`src/rtl/mmio_uart_tx.sv`:
```
// mmio_uart_tx: memory-mapped 8N1 UART transmitter with a TX FIFO and store back-pressure.
// Registers: 0x0 TXDATA (store), 0x4 STATUS (load), 0x8 DIVISOR (store/load).
module mmio_uart_tx #(
  parameter int          FIFO_DEPTH      = 4,
  parameter logic [15:0] DEFAULT_DIVISOR = 16'd16
) (
  input  logic        clk,
  input  logic        rst_n,
  input  logic        req_valid,
  input  logic        req_write,
  input  logic [3:0]  req_addr,
  input  logic [15:0] req_wdata,
  output logic        clk_stall,
  output logic [31:0] rdata,
  output logic        tx,
  output logic        irq_empty
);
  localparam int AW = $clog2(FIFO_DEPTH);
  localparam int CW = $clog2(FIFO_DEPTH + 1);
  typedef enum logic [1:0] {IDLE, START, DATA, STOP} state_t;
  state_t state, state_n;
  logic [7:0] mem [FIFO_DEPTH];
  logic [AW-1:0] wptr, rptr;
  logic [CW-1:0] count;
  logic [15:0] divisor, baud, div_m1;
  logic [7:0] shift;
  logic [2:0] bit_cnt;
  logic empty, full, busy, bit_end, wr_tx, wr_div, push, pop;
  logic [31:0] rd_val;
  assign empty = count == '0;
  assign full = count == CW'(FIFO_DEPTH);
  assign busy = state != IDLE;
  assign bit_end = baud == '0;
  assign div_m1 = divisor - 16'd1;
  assign wr_tx = req_valid && req_write && req_addr == 4'h0;
  assign wr_div = req_valid && req_write && req_addr == 4'h8;
  // A full FIFO still accepts the store in the cycle the serialiser pops.
  assign clk_stall = wr_tx && full && !pop;
  assign push = wr_tx && !clk_stall;
  assign rd_val = req_addr == 4'h4 ? {24'b0, 4'(count), full, empty, busy, 1'b0}
                : req_addr == 4'h8 ? {16'b0, divisor} : 32'b0;
  always_comb begin
    state_n = state;
    pop = 1'b0;
    unique case (state)
      IDLE: begin
        pop = !empty;
        state_n = empty ? IDLE : START;
      end
      START: state_n = bit_end ? DATA : START;
      DATA: state_n = bit_end && bit_cnt == 3'd7 ? STOP : DATA;
      STOP: begin
        pop = bit_end && !empty;
        state_n = !bit_end ? STOP : empty ? IDLE : START;
      end
    endcase
  end
  always_ff @(posedge clk)
    if (push) mem[wptr] <= req_wdata[7:0];
  always_ff @(posedge clk or negedge rst_n)
    if (!rst_n) begin
      state <= IDLE;
      wptr <= '0;
      rptr <= '0;
      count <= '0;
      divisor <= DEFAULT_DIVISOR;
      baud <= '0;
      shift <= '0;
      bit_cnt <= '0;
      tx <= 1'b1;
      rdata <= '0;
      irq_empty <= 1'b1;
    end else begin
      state <= state_n;
      if (push) wptr <= wptr + AW'(1);
      if (pop) rptr <= rptr + AW'(1);
      count <= count + CW'(push) - CW'(pop);
      if (wr_div) divisor <= req_wdata < 16'd2 ? 16'd2 : req_wdata;
      if (req_valid && !req_write) rdata <= rd_val;
      irq_empty <= empty && !busy;
      // Registered pin keeps tx glitch-free; it trails the state by one cycle.
      tx <= state == START ? 1'b0 : state == DATA ? shift[0] : 1'b1;
      if (pop) begin
        shift <= mem[rptr];
        bit_cnt <= '0;
        baud <= div_m1;
      end else if (busy) begin
        baud <= bit_end ? div_m1 : baud - 16'd1;
        if (state == DATA && bit_end) begin
          shift <= shift >> 1;
          bit_cnt <= bit_cnt + 3'd1;
        end
      end
    end
endmodule

```
`config.mk`:
```
export PLATFORM = sky130hd
export DESIGN_NAME = mmio_uart_tx
export DESIGN_NICKNAME = d
export VERILOG_FILES = /design/src/rtl/mmio_uart_tx.sv
export SDC_FILE = /design/constraint.sdc
export NUM_CORES = 1
export LEC_CHECK = 0
export ABC_CLOCK_PERIOD_IN_PS = 6600
export CAP_MARGIN = 40
export CORE_MARGIN = 3
export CORE_UTILIZATION = 40
export CTS_CLUSTER_SIZE = 16
export DETAILED_ROUTE_END_ITERATION = 12
export HOLD_SLACK_MARGIN = 0.08
export MAX_ROUTING_LAYER = met4
export SLEW_MARGIN = 20
export SYNTH_ARGS = -nofsm -noshare
export SYNTH_HDL_FRONTEND = slang
export SYNTH_SLANG_ARGS = --single-unit
```
`constraint.sdc`:
```
create_clock -name clk -period 6.6 [get_ports clk]
set_input_delay 1.65 -clock clk [delete_from_list [all_inputs] [get_ports clk]]
set_output_delay 1.65 -clock clk [all_outputs]
set_load 0.1 [all_outputs]
```
Yosys cells after proc, flatten, opt, wreduce, memory -nomap -nowiden
Memories as Yosys holds them, arrays and structs flattened.
Cells that the tools add are included.

word-level totals
  flip-flop bits (word level) = 86
  RAM bits = 32
  bits of input ports = 24
  output and inout port bits = 35
  logic and storage cells = 73
  memories kept = 1

memories
  name  words  bits a word  rd ports  clocked after Yosys merged registers in  write ports  line  text
  mem   4      8            1         0                                        1            22    logic [7:0] mem [FIFO_DEPTH];

operators by class
  add/subtract/negate cells = 7
  order comparisons = 1
  eq/ne operators = 7
  muxes and demuxes = 22
  reduce and logical (&&, ||, !) cells = 24

operators by type and width
  cell                     count
  $mux W16                 6
  $sub A16 B1 Y16 const B  2
  $mux W8                  3
  $logic_not A16 Y1        1
  $lt A16 B2 Y1 const B    1
  $logic_and A1 B1 Y1      11
  $mux W3                  3
  $pmux W2 S4              1
  $eq A3 B3 Y1 const B     2
  $mux W1                  6
  $reduce_bool A2 Y1       3
  $logic_not A1 Y1         5
  $add A2 B1 Y2 const B    2
  $eq A2 B2 Y1 const B     2
  $eq A4 B3 Y1 const B     1
  $eq A4 B4 Y1 const B     1
  $logic_not A4 Y1         1
  $mux W2                  2
  $add A3 B1 Y3            1
  $add A3 B1 Y3 const B    1
  $logic_not A3 Y1         1
  $sub A3 B1 Y3            1
  $eq A2 B1 Y1 const B     1
  $logic_not A2 Y1         1
  2 further kinds          2

Longest topological paths before layout
Gate-level depths: netlist of run 1.

  depth after elaboration = 10
  depth in mapped cells = 11
  gate-level depth less buffers = 10

Least setup slack after synthesis of run 1
Ideal clock, no wire load.

  kind = input -> output
  from = in req_addr[1]
  to = out clk_stall
  arrival time = 4.258 ns
  required time = 4.950 ns
  path slack = 0.692 ns
  stages on the path = 3
  buffers on the path = 0
  path through = nor3_1 nand4b_1 nor3b_1

on the way
  word-level cells in the longest chain between the ends = 4

ends and longest elaborated chain
  what                              line  text
  from (decl)                       11    input logic [3:0] req_addr,
  $logic_not A4 Y1                  35    assign wr_tx = req_valid && req_write && req_addr == 4'h0;
  $logic_and A1 B1 Y1               35
  $logic_and A1 B1 Y1 (2 in a row)  38    assign clk_stall = wr_tx && full && !pop;
  to (decl)                         13    output logic clk_stall,

Every way passes these cells.

Worst setup path after layout of run 1
Ends and elaborated chain as after synthesis.

==> results of run 1 <==
-- synthesized netlist by cell type, drive strengths merged (3+ instances only) --
cell,number,area share (%)
nand4,4,0.49
nor3,19,2.1
o21ai,38,3.8
xor2,6,1.0
nor4,12,1.7
a21oi,10,1.0
nor4b,4,0.81
clkbuf,10,0.73
mux2,16,3.5
mux2i,12,2.3
xnor2,15,2.6
mux4,8,3.5
and3,6,0.73
nor2,19,1.6
or3,4,0.51
nand2,55,4.0
nand3,5,0.49
buf,24,3.2
dfrtp,67,33
nand2b,3,0.37
and2,5,0.61
ha,15,3.7
a22oi,7,1.0
nor3b,3,0.44
inv,14,1.0
edfxtp,32,19
dfstp,3,1.5
-- worst paths after layout --
kind,startpoint,endpoint
setup / recovery,req_addr[1],clk_stall
max in group asynchronous,rst_n,divisor[4]
setup reg to reg,baud[0],mem[0][0]
hold reg to reg,rdata[15],rdata[15]
hold / removal,rdata[15],rdata[15]
min in group asynchronous,rst_n,baud[9]
-- metrics by stage --
stage	power [mW]	area (um^2)
2_1_floorplan	1.42	5180
3_3_place_gp	1.57	5630
3_5_place_dp	1.61	5950
4_1_cts	2.11	6220
5_1_grt	2.23	6220
6_report	2.09	6220
-- worst max-delay path, stage by stage --
cell and delay [ns]:
clkdlybuf4s50_1 0.44, nor3_1 0.25, nand4b_1 0.19, nor3b_1 0.22, buf_4 0.32
-- per-layer routing --
metal / track usage (%) / wire (um) / vias up
met2: 26.3 / 5290 / 81
met5: - / 0 / -
met3: 4.70 / 565 / 11
met1: 22.6 / 5180 / 1730
li1: - / - / 1711
met4: 3.98 / 110 / 0
-- registers in the layout (all words and copies together) (netlist names) --
register and cells:
baud 16, bit_cnt 3, count 3, divisor 16, irq_empty 1, mem 32, rdata 16, rptr 2
shift 8, state 2, tx 1, wptr 2
-- kinds of logic after synthesis --
kind of cell	count (synthesis)	synth area share, %
and+or+nand+nor	144	14.9
muxes	36	9.37
other	1	0.0731
xor gates and xnor gates	21	3.59
DFF	102	53.0
buffers and inverters	49	5.07
AOI/OAI and AO/OA	78	9.98
adders and majority gates	16	4.05
-- area by class of cell --
class / instances / area, um^2 / area share, %
flip-flops and latches: 102 / 2720 / 43.6
repair buffers: 66 / 756 / 12.1
inverters: 15 / 56.3 / 0.905
clock buffers: 13 / 245 / 3.94
clock inverters: 3 / 26.3 / 0.422
well taps: 168 / 210 / 3.38
multi-input cells: 311 / 2210 / 35.6
-- power by group through the flow --
stage                     Combinational (mW)  Clock, mW  Sequential, mW
after detailed placement               0.660          0           0.955
after global routing                   0.727      0.536           0.971
final                                  0.658      0.491           0.944
after CTS                              0.662      0.509           0.943
after floorplan                        0.489          0           0.935
after global placement                 0.620          0           0.952
==> flow_metrics.tcl, run 1 <==
set metrics [dict create \
    status "complete, no violations" \
    setup_tns_ns 0 \
    nNetsFinal 545 \
    p_comb_share_pct 31.4 \
    final_common_cell "dfrtp_1" \
    core_area_um2 12300 \
    grt_pass1_wl_um 18600 \
    cts.sinks 102 \
    clockPowerShare_pct 23.5 \
    finalMaxSlewViolations 0 \
    insertion_delay_ns 0.35 \
    synth_warnings 0 \
    worst_slack_ns 1.87 \
    ant_nets 0 \
    grt_pass1_vias 3602 \
    wl_um 11100 \
    ys_seq_area_share_pct 53.0 \
    hold_viol 0 \
    setup_viol 0 \
    synth-main-ff-cell "dfrtp_1" \
    wl_per_cell_um 16.4 \
    hp-class "reg -> reg" \
    synth.distinct_cells 67 \
    switchingPower_uw 765 \
    worstPathArrival_ns 3.08 \
    h-tree-depth 3 \
    fp.dieW_um 119 \
    fillers 1086 \
    dieHeight_um 119 \
    synth_area_um2 5130 \
    leakage_nw 2.48 \
    rsz0062_at_grt "false" \
    worstSetupEndpointType "output port" \
    synth_edf_count 32 \
    drt_iter0_drc 226 \
    period_share_pct 71.7 \
    clock.fmax_mhz 211 \
    internal-power_mw 1.33 \
    tritoncts "built" \
    powerDensity_nw_per_um2 336 \
    netlist_instances 447 \
    slew-limit-headroom_pct 47.0 \
    critPathRequiredTime_ns 4.95 \
    start_util_pct 41.8 \
    avgSynthCellArea_um2 11.5 \
    placed_cells 662 \
    crit_type "in -> out" \
    fin_crit_ns 4.73 \
    fin_hold_ws_ns 0.495 \
    synth_seq_cells 102 \
    rrSetupSlack_ns 3.63 \
    diodes 0 \
    synthArstFlopShare_pct 68.6 \
    layout.cells.non_filler 678 \
    die_area_um2 14200 \
    tightest_slew_ns 0.796 \
    final_cell_mix "dfrtp_1, nand2_1, clkdlybuf4s50_1" \
    grt_max_degree 48 \
    area.growth.synth_to_final_pct 21.3 \
    drive_gt1_share_pct 15.9 \
    antenna_found_initial 0 \
    reg2reg_depth 6 \
    portBuffers 42 \
    p_seq_share_pct 45.1 \
    hold_depth 2 \
    cts-hold-fix-buffers 0 \
    clk_path_buf_depth 2 \
    grtUsageTotal_pct 17.1 \
    gp_congestion 0.822 \
    cts.clk_slew.worst_paths_ns 0.07 \
    core.rowCount 40 \
    dpl.hpwl_um 8020 \
    cp-start-kind "primary input" \
    finalClockSkew_ns 0.0104 \
    p_sw_share_pct 36.5 \
    cts-buffers-inserted 9 \
    globalRoute.totalOverflow 0 \
    cts_setup_buffers 0 \
    ctsResizeCount 0 \
    drv_cap 0 \
    via_per_inst 5.21 \
    cp_max_fo 4 \
    ir_drop_v 0.000188 \
    drc 0 \
    clockRootBuffer "clkbuf_16" \
    post-place-ws_ns 1.87 \
    postLayoutCoreUtil_pct 50.8 \
    routed-via-count 3533 \
    io_pins 59 \
    drt_pass1_iterations 4 \
]
Note: power is estimated with default switching activity, not from simulation.
==> run 2: changes to the inputs <==
- ABC_CLOCK_PERIOD_IN_PS: 6600 -> 4890
- clock period: 6.6 -> 4.89 ns (I/O delays scaled with it)
==> run 2 against run 1 <==
  * Clock skew down 0.0042 ns
  * Largest cell class unchanged
  * Register-to-register slack worse by 1.7 ns
  * Clock-buffer cell count down 3
  * Sequential cell count unchanged
  * Non-clock buffer count unchanged
  * Power up 41%
  * Setup slack worse by 0.79 ns
  * Sequential power up 35%
  * Hold slack worse by 0.010 ns
  * Clock power up 58%
  * Via count up 1.1%
  * Critical path depth unchanged
==> flow_metrics.tcl, run 2 (synthesized netlist as in run 1, its figures left out) <==
set metrics [dict create \
    rrSetupSlack_ns 1.94 \
    final_cell_mix "dfrtp_1, nand2_1, clkdlybuf4s50_1" \
    core.rowCount 40 \
    period_share_pct 78.0 \
    clock.fmax_mhz 262 \
    status "complete, no violations" \
    critPathBufInv 2 \
    globalRoute.totalOverflow 0 \
    holdPathEnd "rdata[8]" \
    cp_max_fo 4 \
    insertion_delay_ns 0.35 \
    wl_per_cell_um 16.3 \
    worstPathArrival_ns 2.59 \
    diodes 0 \
    ctsResizeCount 0 \
    final_common_cell "dfrtp_1" \
    fin_hold_ws_ns 0.485 \
    fp.dieW_um 119 \
    routed-via-count 3571 \
    dieHeight_um 119 \
    finalClockSkew_ns 0.00619 \
    die_area_um2 14200 \
    cts-hold-fix-buffers 0 \
    seq_area_um2 2720 \
    tritoncts "built" \
    largest-register "mem" \
    cts-buffers-inserted 9 \
    grtUsageTotal_pct 17.0 \
    io_pins 59 \
    finalMaxSlewViolations 0 \
    nNetsFinal 545 \
    wl_um 11000 \
    portBuffers 42 \
    drt_pass1_iterations 5 \
    drive_gt1_share_pct 16.1 \
    ant_nets 0 \
    hold_viol 0 \
    cts_setup_buffers 0 \
    leakage_nw 2.51 \
    powerDensity_nw_per_um2 467 \
    clockRootBuffer "clkbuf_16" \
    worstSetupEndpointType "output port" \
    multi_input_area_um2 2220 \
    setup_tns_ns 0 \
    dpl.hpwl_um 8110 \
    p_total_mw 2.95 \
    gp_congestion 0.822 \
    grt_pass1_vias 3546 \
    fillers 1080 \
    fin_crit_ns 3.81 \
    h-tree-depth 3 \
    r2r-end "shift[2]" \
    clk_path_buf_depth 2 \
    hp-class "reg -> reg" \
    cp_top_family "buffers and inverters" \
    drv_cap 0 \
    grt_pass1_wl_um 18500 \
    tightest_slew_ns 0.772 \
    cts.clk_slew.worst_paths_ns 0.07 \
    crit_chain "clkdlybuf4s50_1 > nor3_1 > nand4b_1 > nor3b_2 > buf_4" \
    crit_type "in -> out" \
    critPathRequiredTime_ns 3.67 \
    slowest_stage "clkdlybuf4s50_1" \
    largest_reg_flops 32 \
    drt_iter0_drc 176 \
    start_util_pct 41.8 \
    rsz0062_at_grt "false" \
    via_per_inst 5.27 \
    reg2reg_from "baud[0]" \
    hp-start "rdata[8]" \
    slew-limit-headroom_pct 48.5 \
    ir_drop_v 0.000248 \
    cp-start-kind "primary input" \
    core_area_um2 12300 \
    cts.sinks 102 \
    drc 0 \
    reg2reg_depth 8 \
    setup_viol 0 \
    antenna_found_initial 0 \
    area.growth.synth_to_final_pct 23.0 \
    grt_max_degree 35 \
    hold_depth 2 \
    slowest_delay_ns 0.44 \
]
==> run 2: worst min-delay path: cells and delay by family (launching register included) <==
kind / cells / cell delay, ns
AOI/OAI and AO/OA: 1 / 0.06
and+or+nand+nor: 1 / 0.04
DFF: 1 / 0.34
==> run 2: metrics by stage <==
step	setup slack (ns)	utilization [%]	cell area (um^2)	cells
3_5_place_dp	1.05	48.8	5990	662
5_1_grt	0.973	51.4	6310	678
3_3_place_gp	1.08	46.0	5640	641
4_1_cts	1.05	51.4	6310	678
6_report	1.08	51.4	6310	678
2_1_floorplan	0.819	-	5190	462
==> run 2: worst max path at each step <==
stage	from	end	slack (ns)	depth (start not counted)
2_1_floorplan	req_addr[1]	clk_stall	0.82	3
3_3_place_gp	req_addr[1]	clk_stall	1.08	5
3_5_place_dp	req_addr[1]	clk_stall	1.05	5
4_1_cts	req_addr[1]	clk_stall	1.05	5
5_1_grt	baud[0]	clk_stall	0.97	7
6_report	req_addr[1]	clk_stall	1.08	5
==> run 2: final cells by class <==
class                           count  share of cell area, %
Multi-Input combinational cell    311                   35.2
Inverter                           15                  0.893
Clock inverter                      6                   1.47
Clock buffer                       10                   3.63
Tap cell                          168                   3.33
Timing Repair Buffer               66                   12.4
Sequential cell                   102                   43.1
==> run 2: where the power goes <==
part | total (mW) | switching, mW | leakage [nW] | internal [mW]
Combinational | 0.895 | 0.510 | 1.19 | 0.385
Clock | 0.777 | 0.323 | 0.157 | 0.454
Sequential | 1.27 | 0.221 | 1.17 | 1.05
==> run 2: layer usage <==
metal / track usage, % / wire length, um / vias to the layer above
li1: - / - / 1713
met1: 23.3 / 5120 / 1753
met2: 25.3 / 5270 / 94
met3: 2.99 / 450 / 11
met4: 6.44 / 186 / 0
met5: - / 0 / -
==> run 3: changes to the inputs <==
- ABC_CLOCK_PERIOD_IN_PS: 4890 -> 3400
- clock period: 4.89 -> 3.4 ns (I/O delays scaled with it)
==> run 3 against run 2 <==
  * Hold slack better by 0.0015 ns
  * Die area stayed put
  * Clock power is 22% higher
  * Final cell count is 2.1% lower
  * Final area is 5.6% lower
  * Register-to-register slack worse by 1.2 ns
  * Core utilization is 2.9 points lower
  * Largest power group unchanged
==> flow_metrics.tcl, run 3 (synthesized netlist as in run 1, its figures left out) <==
set metrics [dict create \
    status "complete, no violations" \
    grt_pass1_vias 3539 \
    wl_per_cell_um 16.2 \
    rsz0062_at_grt "false" \
    setup_tns_ns 0 \
    layout.cells.non_filler 664 \
    insertion_delay_ns 0.34 \
    ant_nets 0 \
    crit_type "in -> out" \
    rrSetupSlack_ns 0.70 \
    post-place-ws_ns 0.295 \
    start_util_pct 41.8 \
    leakage_nw 2.41 \
    io_pins 59 \
    routed-via-count 3511 \
    drv_cap 0 \
    h-tree-depth 3 \
    wl_um 10800 \
    cts.clk_slew.worst_paths_ns 0.07 \
    cts.sinks 102 \
    setup_viol 0 \
    cts_setup_buffers 0 \
    die_area_um2 14200 \
    fp.dieW_um 119 \
    hp-class "reg -> reg" \
    nNetsFinal 531 \
    gp_congestion 0.887 \
    slowest_delay_ns 0.44 \
    area.growth.synth_to_final_pct 16.2 \
    core.rowCount 40 \
    hold_depth 2 \
    finalMaxSlewViolations 0 \
    placed_cells 648 \
    drc 0 \
    grt_pass1_wl_um 18300 \
    placed_cell_area_um2 5680 \
    via_per_inst 5.29 \
    worstSetupEndpointType "output port" \
    reg2reg_depth 4 \
    grt_max_degree 71 \
    finalClockSkew_ns 0.00895 \
    diodes 0 \
    drt_pass1_iterations 5 \
    dpl.hpwl_um 7770 \
    final_cell_mix "dfrtp_1, nand2_1, o21ai_0" \
    portBuffers 42 \
    critPathRequiredTime_ns 2.55 \
    worstPathArrival_ns 2.25 \
    cts-buffers-inserted 9 \
    crit_chain "clkdlybuf4s50_1 > nor3_1 > nand4b_1 > nor3b_4 > buf_12" \
    slowest_stage "clkdlybuf4s50_1" \
    grtUsageTotal_pct 16.7 \
    cp_max_fo 4 \
    cp-start-kind "primary input" \
    antenna_found_initial 0 \
    drt_iter0_drc 248 \
    clock.fmax_mhz 323 \
    ir_drop_v 0.000318 \
    slew-limit-headroom_pct 49.9 \
    powerDensity_nw_per_um2 677 \
    core_area_um2 12300 \
    worst_slack_ns 0.300 \
    final_common_cell "dfrtp_1" \
    fin_crit_ns 3.10 \
    fillers 1118 \
    tightest_slew_ns 0.749 \
    clk_path_buf_depth 2 \
    dieHeight_um 119 \
    drive_gt1_share_pct 17.5 \
    largest-register "mem" \
    tritoncts "built" \
    period_share_pct 91.2 \
    clockRootBuffer "clkbuf_16" \
    fin_area_um2 5960 \
    globalRoute.totalOverflow 0 \
    largest_reg_flops 32 \
    hold_viol 0 \
]
==> run 3: timing repair <==
item / 4_1_cts / 5_1_grt
endpoints found under the setup margin: 0 / 1
resized for setup: 0 / 2
hold buffers: 0 / 0
==> run 3: path summary, 6_finish.rpt <==
kind | from | endpoint
worst min register to register | rdata[11] | rdata[11]
max in group asynchronous | rst_n | divisor[4]
worst max register to register | baud[8] | mem[2][4]
worst min-delay path | rdata[11] | rdata[11]
min in group asynchronous | rst_n | baud[9]
worst max-delay path | req_addr[1] | clk_stall
==> run 3: final cells by class <==
| cell class | instances | area [um^2] | area share, % |
|---|---|---|---|
| multi-input combinational | 311 | 2240 | 37.6 |
| clock buffer | 11 | 233 | 3.91 |
| clock inverter | 5 | 36.3 | 0.609 |
| tap | 168 | 210 | 3.53 |
| timing repair buffer | 52 | 468 | 7.86 |
| sequential | 102 | 2720 | 45.6 |
| inverter | 15 | 56.3 | 0.945 |
==> run 3: metrics by stage <==
step | total power [mW] | hold WS (ns) | util, %
after global routing | 4.33 | 0.516 | 48.6
after global placement | 3.08 | 0.470 | 46.3
after CTS | 4.06 | 0.495 | 48.5
after floorplan | 2.77 | 0.452 | -
after detailed placement | 3.10 | 0.479 | 46.3
final | 4.04 | 0.486 | 48.6
==> run 3: critical path, delay by kind of cell <==
| kind | cells | cell delay (ns) |
|---|---|---|
| simple gates | 3 | 0.76 |
| buf+inv | 2 | 0.64 |
==> run 3: metal layers <==
| layer | share of wire, % | global-route usage, % |
|---|---|---|
| met1 | 46 | 22.8 |
| met2 | 47 | 25.3 |
| met3 | 5.7 | 3.99 |
| met4 | 0.82 | 4.20 |
| met5 | 0 | - |
==> run 3: power by group <==
group          switching [mW]  leakage [nW]  internal [mW]  total [mW]
registers               0.318          1.17           1.52        1.83
clock network           0.449         0.134          0.500       0.949
logic                   0.727          1.11          0.527        1.25
total                    1.49          2.41           2.54        4.04
==> RTL change 1, RTL diff (flow settings as in run 1) <==
`FIFO_DEPTH`: 4 -> 2.
--- a/src/rtl/mmio_uart_tx.sv
+++ b/src/rtl/mmio_uart_tx.sv
@@ -1,7 +1,7 @@
 // mmio_uart_tx: memory-mapped 8N1 UART transmitter with a TX FIFO and store back-pressure.
 // Registers: 0x0 TXDATA (store), 0x4 STATUS (load), 0x8 DIVISOR (store/load).
 module mmio_uart_tx #(
-  parameter int          FIFO_DEPTH      = 4,
+  parameter int          FIFO_DEPTH      = 2,
   parameter logic [15:0] DEFAULT_DIVISOR = 16'd16
 ) (
   input  logic        clk,
Formal check against the unedited RTL: not equivalent (Yosys sat finds a counterexample within 4 cycles, from zero or initial values and one cycle with rst_n low).
==> RTL change 1 against run 1 <==
Power decreased by 19%; routed wire length is 11% lower; setup slack worse by 170 ps; design area decreased by 15%; area after synthesis decreased by 16%; sequential cell count fell by 19; sequential power fell by 18%; synthesized cell count decreased by 8.9%; die area down 15%; cell count decreased by 10%; critical path type unchanged; critical endpoint unchanged.
==> RTL change 1: results (changes against run 1) <==
- Avg Vias per Cell: 5.29 (+1.5%)
- Largest net degree at the start of global routing: 35 (-27%)
- FFs w/ async S/R, synth: 0.807 (+0.121)
- Count leader, synth: dfrtp_1
- Dpl cells: 592 (-11%)
- First-pass GRT wire length: 16.5 mm (-11%)
- Met3 Use GR: 0.0329 (-0.0141)
- Routed wire length: 9.93 mm (-11%)
- Root buf cell: clkbuf_8
- Ratio of cells with drive above 1 in the final layout: 0.157 (-0.00204)
- WL per Instance: 16.3 um (-0.64%)
- Worst-case reg-to-reg path depth: 10 (+4)
- CTS resizes: 0 (unchanged)
- Reg2reg end: count[1]
- Most frequent cells after synthesis: dfrtp_1, nand2_1, o21ai_0
- Final clock skew: 9.90 ps (-0.501 ps)
- Post-DP HPWL: 7.24 mm (-9.7%)
- Post-synthesis sequential area ratio: 0.501 (-0.0288)
- Worst slew pin tran: 799 ps (+3.20 ps)
- Clk_lat worst skew: 370 ps (+20 ps)
- Crit path arrival time: 3250 ps (+170 ps)
- Leak: 2.15 nW (-13%)
- R2R setup slack: 3440 ps (-190 ps)
- Total GRT Usage: 0.184 (+0.0131)
- Min Hold Slack: 492 ps (-3.16 ps)
- Status: finished clean
- Synth cell types: 59 (-12%)
- Synth Instances: 407 (-8.9%)
- DRT iter0 DRCs: 177 (-22%)
- Net Sw Power: 0.684 mW (-11%)
- Final net count: 501 (-8.1%)
- Worst-path clk slew: 90 ps (+20 ps)
- Synth area leaders: dfrtp_1, edfxtp_1, mux2i_1, mux2_2, nand2_1
- Worst vdd ir: 0.000163 V (-13%)
- Post-synth EDFFs: 16 (-50%)
==> RTL change 1: cell types whose count changed in the layout (fill, tap and decap cells not counted), sizes merged, moves of 4 or more <==
cell / before / now
edfxtp: 32 / 16
o21ai: 38 / 32
or4: 2 / 6
ha: 15 / 10
nand2: 55 / 46
and3: 6 / 2
and2: 5 / 1
xnor2: 15 / 7
mux4: 8 / 0
mux2i: 12 / 25
clkbuf: 13 / 9
==> RTL change 1: kinds of logic after synthesis <==
family,count (synthesis),synth area share
xor+xnor,16,0.0325
flops,83,0.501
buf+inv,46,0.0589
mux,41,0.0998
compound gates,76,0.114
fa+ha+maj,10,0.0290
simple gates,134,0.164
other cells,1,0.000869
==> RTL change 1: worst min path at each step <==
stage / end / depth (start not counted) / from
after global placement: rdata[1] / 2 / rdata[1]
final: rdata[12] / 2 / rdata[12]
after detailed placement: rdata[5] / 2 / rdata[5]
after global routing: tx / 2 / shift[0]
after floorplan: tx / 2 / shift[0]
after CTS: rdata[7] / 2 / rdata[7]
==> RTL change 1: area by class of cell <==
class	instances	area, um2
clock inverter	7	58.8
tap	136	170
clock buffer	9	124
multi-input combinational	293	1960
sequential	83	2160
fill	937	5110
inverter	12	45.0
timing repair buffer	68	787
==> RTL change 1: stage by stage <==
| step | power (mW) | setup WS (ps) | instance area (um2) |
|---|---|---|---|
| global placement | 1.32 | 1700 | 4760 |
| finish | 1.71 | 1700 | 5310 |
| floorplan | 1.20 | 649 | 4370 |
| detailed placement | 1.36 | 1670 | 5120 |
| CTS | 1.71 | 1660 | 5310 |
| global route | 1.82 | 1520 | 5310 |
==> RTL change 1: layer usage <==
layer | vias up | wire length, um
met2 | 96 | 4440
met4 | 0 | 145
met5 | - | 0
li1 | 1570 | -
met1 | 1540 | 4800
met3 | 11 | 547
==> RTL change 1: power groups by stage <==
stage                     clock [mW]  combinational (mW)  sequential, mW
after floorplan                    0               0.413           0.784
after global placement             0               0.539           0.782
after detailed placement           0               0.578           0.786
after CTS                      0.354               0.581           0.776
after global routing           0.381               0.641           0.798
final                          0.346               0.582           0.778
==> RTL change 1: worst max-delay path, stage by stage <==
cell	delay, ps
clkdlybuf4s50_1	450
nor3_1	220
and4b_1	320
nor3b_1	280
buf_4	340
==> RTL change 2, RTL diff (flow settings as in run 1) <==
Made on the original files. Encoding of `state_t`: now one-hot (4 bits for 4 states).
--- a/src/rtl/mmio_uart_tx.sv
+++ b/src/rtl/mmio_uart_tx.sv
@@ -17,7 +17,7 @@
 );
   localparam int AW = $clog2(FIFO_DEPTH);
   localparam int CW = $clog2(FIFO_DEPTH + 1);
-  typedef enum logic [1:0] {IDLE, START, DATA, STOP} state_t;
+  typedef enum logic [3:0] {IDLE = 4'b0001, START = 4'b0010, DATA = 4'b0100, STOP = 4'b1000} state_t;
   state_t state, state_n;
   logic [7:0] mem [FIFO_DEPTH];
   logic [AW-1:0] wptr, rptr;
Formal check against the unedited RTL: no difference found for any inputs over 10 cycles, from zero or initial values and one cycle with rst_n low; not proved beyond that.
==> RTL change 2 against run 1 <==
Power fell by 3.5%; sequential share of layout area fell by 0.19 points; setup slack got worse by 230 ps; hold slack got worse by 13 ps; routed wire length rose by 4.2%; die area rose by 2.5%; first-iteration DRC count fell by 18%; sequential cell count rose by 2; area after synthesis rose by 2.6%; synthesized cell count rose by 5.8%; global-route usage fell by 0.083 points; clock power rose by 20%; register-to-register slack got worse by 600 ps; design area rose by 2.3%; highest routed layer unchanged.
==> RTL change 2: results (changes against run 1) <==
- Synth cell types: 65 (-3.0%)
- Reg-to-Reg Start: state[1]
- Grt met1 use: 0.236 (+0.0101)
- Reg2reg end: count[2]
- Met2 wire length: 5.56 mm (+5.1%)
- FFs w/ async S/R, synth: 0.692 (+0.00603)
- R2R setup slack: 3030 ps (-600 ps)
- Worst slew pin tran: 835 ps (+39.0 ps)
- Largest net degree at the start of global routing: 50 (+4.2%)
- Clock power share: 0.292 (+0.057)
- Status: finished clean
- Post-DP HPWL: 8.34 mm (+4.0%)
- Worst-case reg-to-reg path depth: 10 (+4)
- Register area: 0.00277 mm2 (+1.9%)
- DRT iter0 DRCs: 186 (-18%)
- Combinational share of power: 0.238 (-0.076)
- Hold path start: rdata[13]
- Most frequent cells after synthesis: dfrtp_1, nand2_1, edfxtp_1, o21ai_0, nor2_1
- Post-Route M1 WL: 5.46 mm (+5.4%)
- Hold EP: rdata[13]
- First-pass GRT wire length: 18.9 mm (+1.8%)
- Dpl cells: 683 (+3.2%)
- Net Sw Power: 0.667 mW (-13%)
- Worst vdd ir: 0.000162 V (-14%)
- Final clock skew: 9.47 ps (-0.934 ps)
- Vias in the first global route: 3681 (+2.2%)
- Switching part of the total: 0.330 (-0.0354)
- # fillers: 1168 (+7.6%)
- Synth area leaders: dfrtp_1, edfxtp_1, mux2_2, mux4_2, nand2_1
- Final worst slack: 1640 ps (-228 ps)
- GRT met2 Usage: 0.256 (-0.00643)
- Final Wtd Congestion: 0.807 (-1.8%)
- Routed wire length: 11.6 mm (+4.2%)
- Met3 Use GR: 0.0225 (-0.0246)
- Delay-heaviest family, CP: simple AND/OR/NAND/NOR gates
- Routed met3 length: 388 um (-31%)
- Ratio of cells with drive above 1 in the final layout: 0.142 (-0.0165)
- Total GRT Usage: 0.170 (-0.000832)
- Leak: 2.53 nW (+2.1%)
- Avg Vias per Cell: 5.35 (+2.6%)
- WL per Instance: 16.6 um (+1.1%)
- Crit path arrival time: 3310 ps (+230 ps)
- Final net count: 557 (+2.2%)
- Min Hold Slack: 482 ps (-12.9 ps)
## RTL change 2: cell count changes after synthesis, moves of 5 or more
cell,before,now
nor2_1,17,29
nand2_1,55,48
clkbuf_1,10,16
ha_1,15,10
o21ai_0,37,32
or3_1,3,8
## RTL change 2: cell type report
cell class / instances / area share
clock buffers: 10 / 0.0360
clock inverters: 6 / 0.0157
inverters: 13 / 0.00766
multi-input cells: 331 / 0.357
flip-flops and latches: 104 / 0.435
well taps: 172 / 0.0338
repair buffers: 63 / 0.115
## RTL change 2: kinds of logic after synthesis
| family | after synthesis | share of synthesized area |
|---|---|---|
| flops | 104 | 0.526 |
| other cells | 1 | 0.000713 |
| xor+xnor | 19 | 0.0316 |
| compound gates | 86 | 0.112 |
| mux | 33 | 0.0856 |
| simple gates | 166 | 0.165 |
| buf+inv | 53 | 0.0521 |
| fa+ha+maj | 11 | 0.0276 |
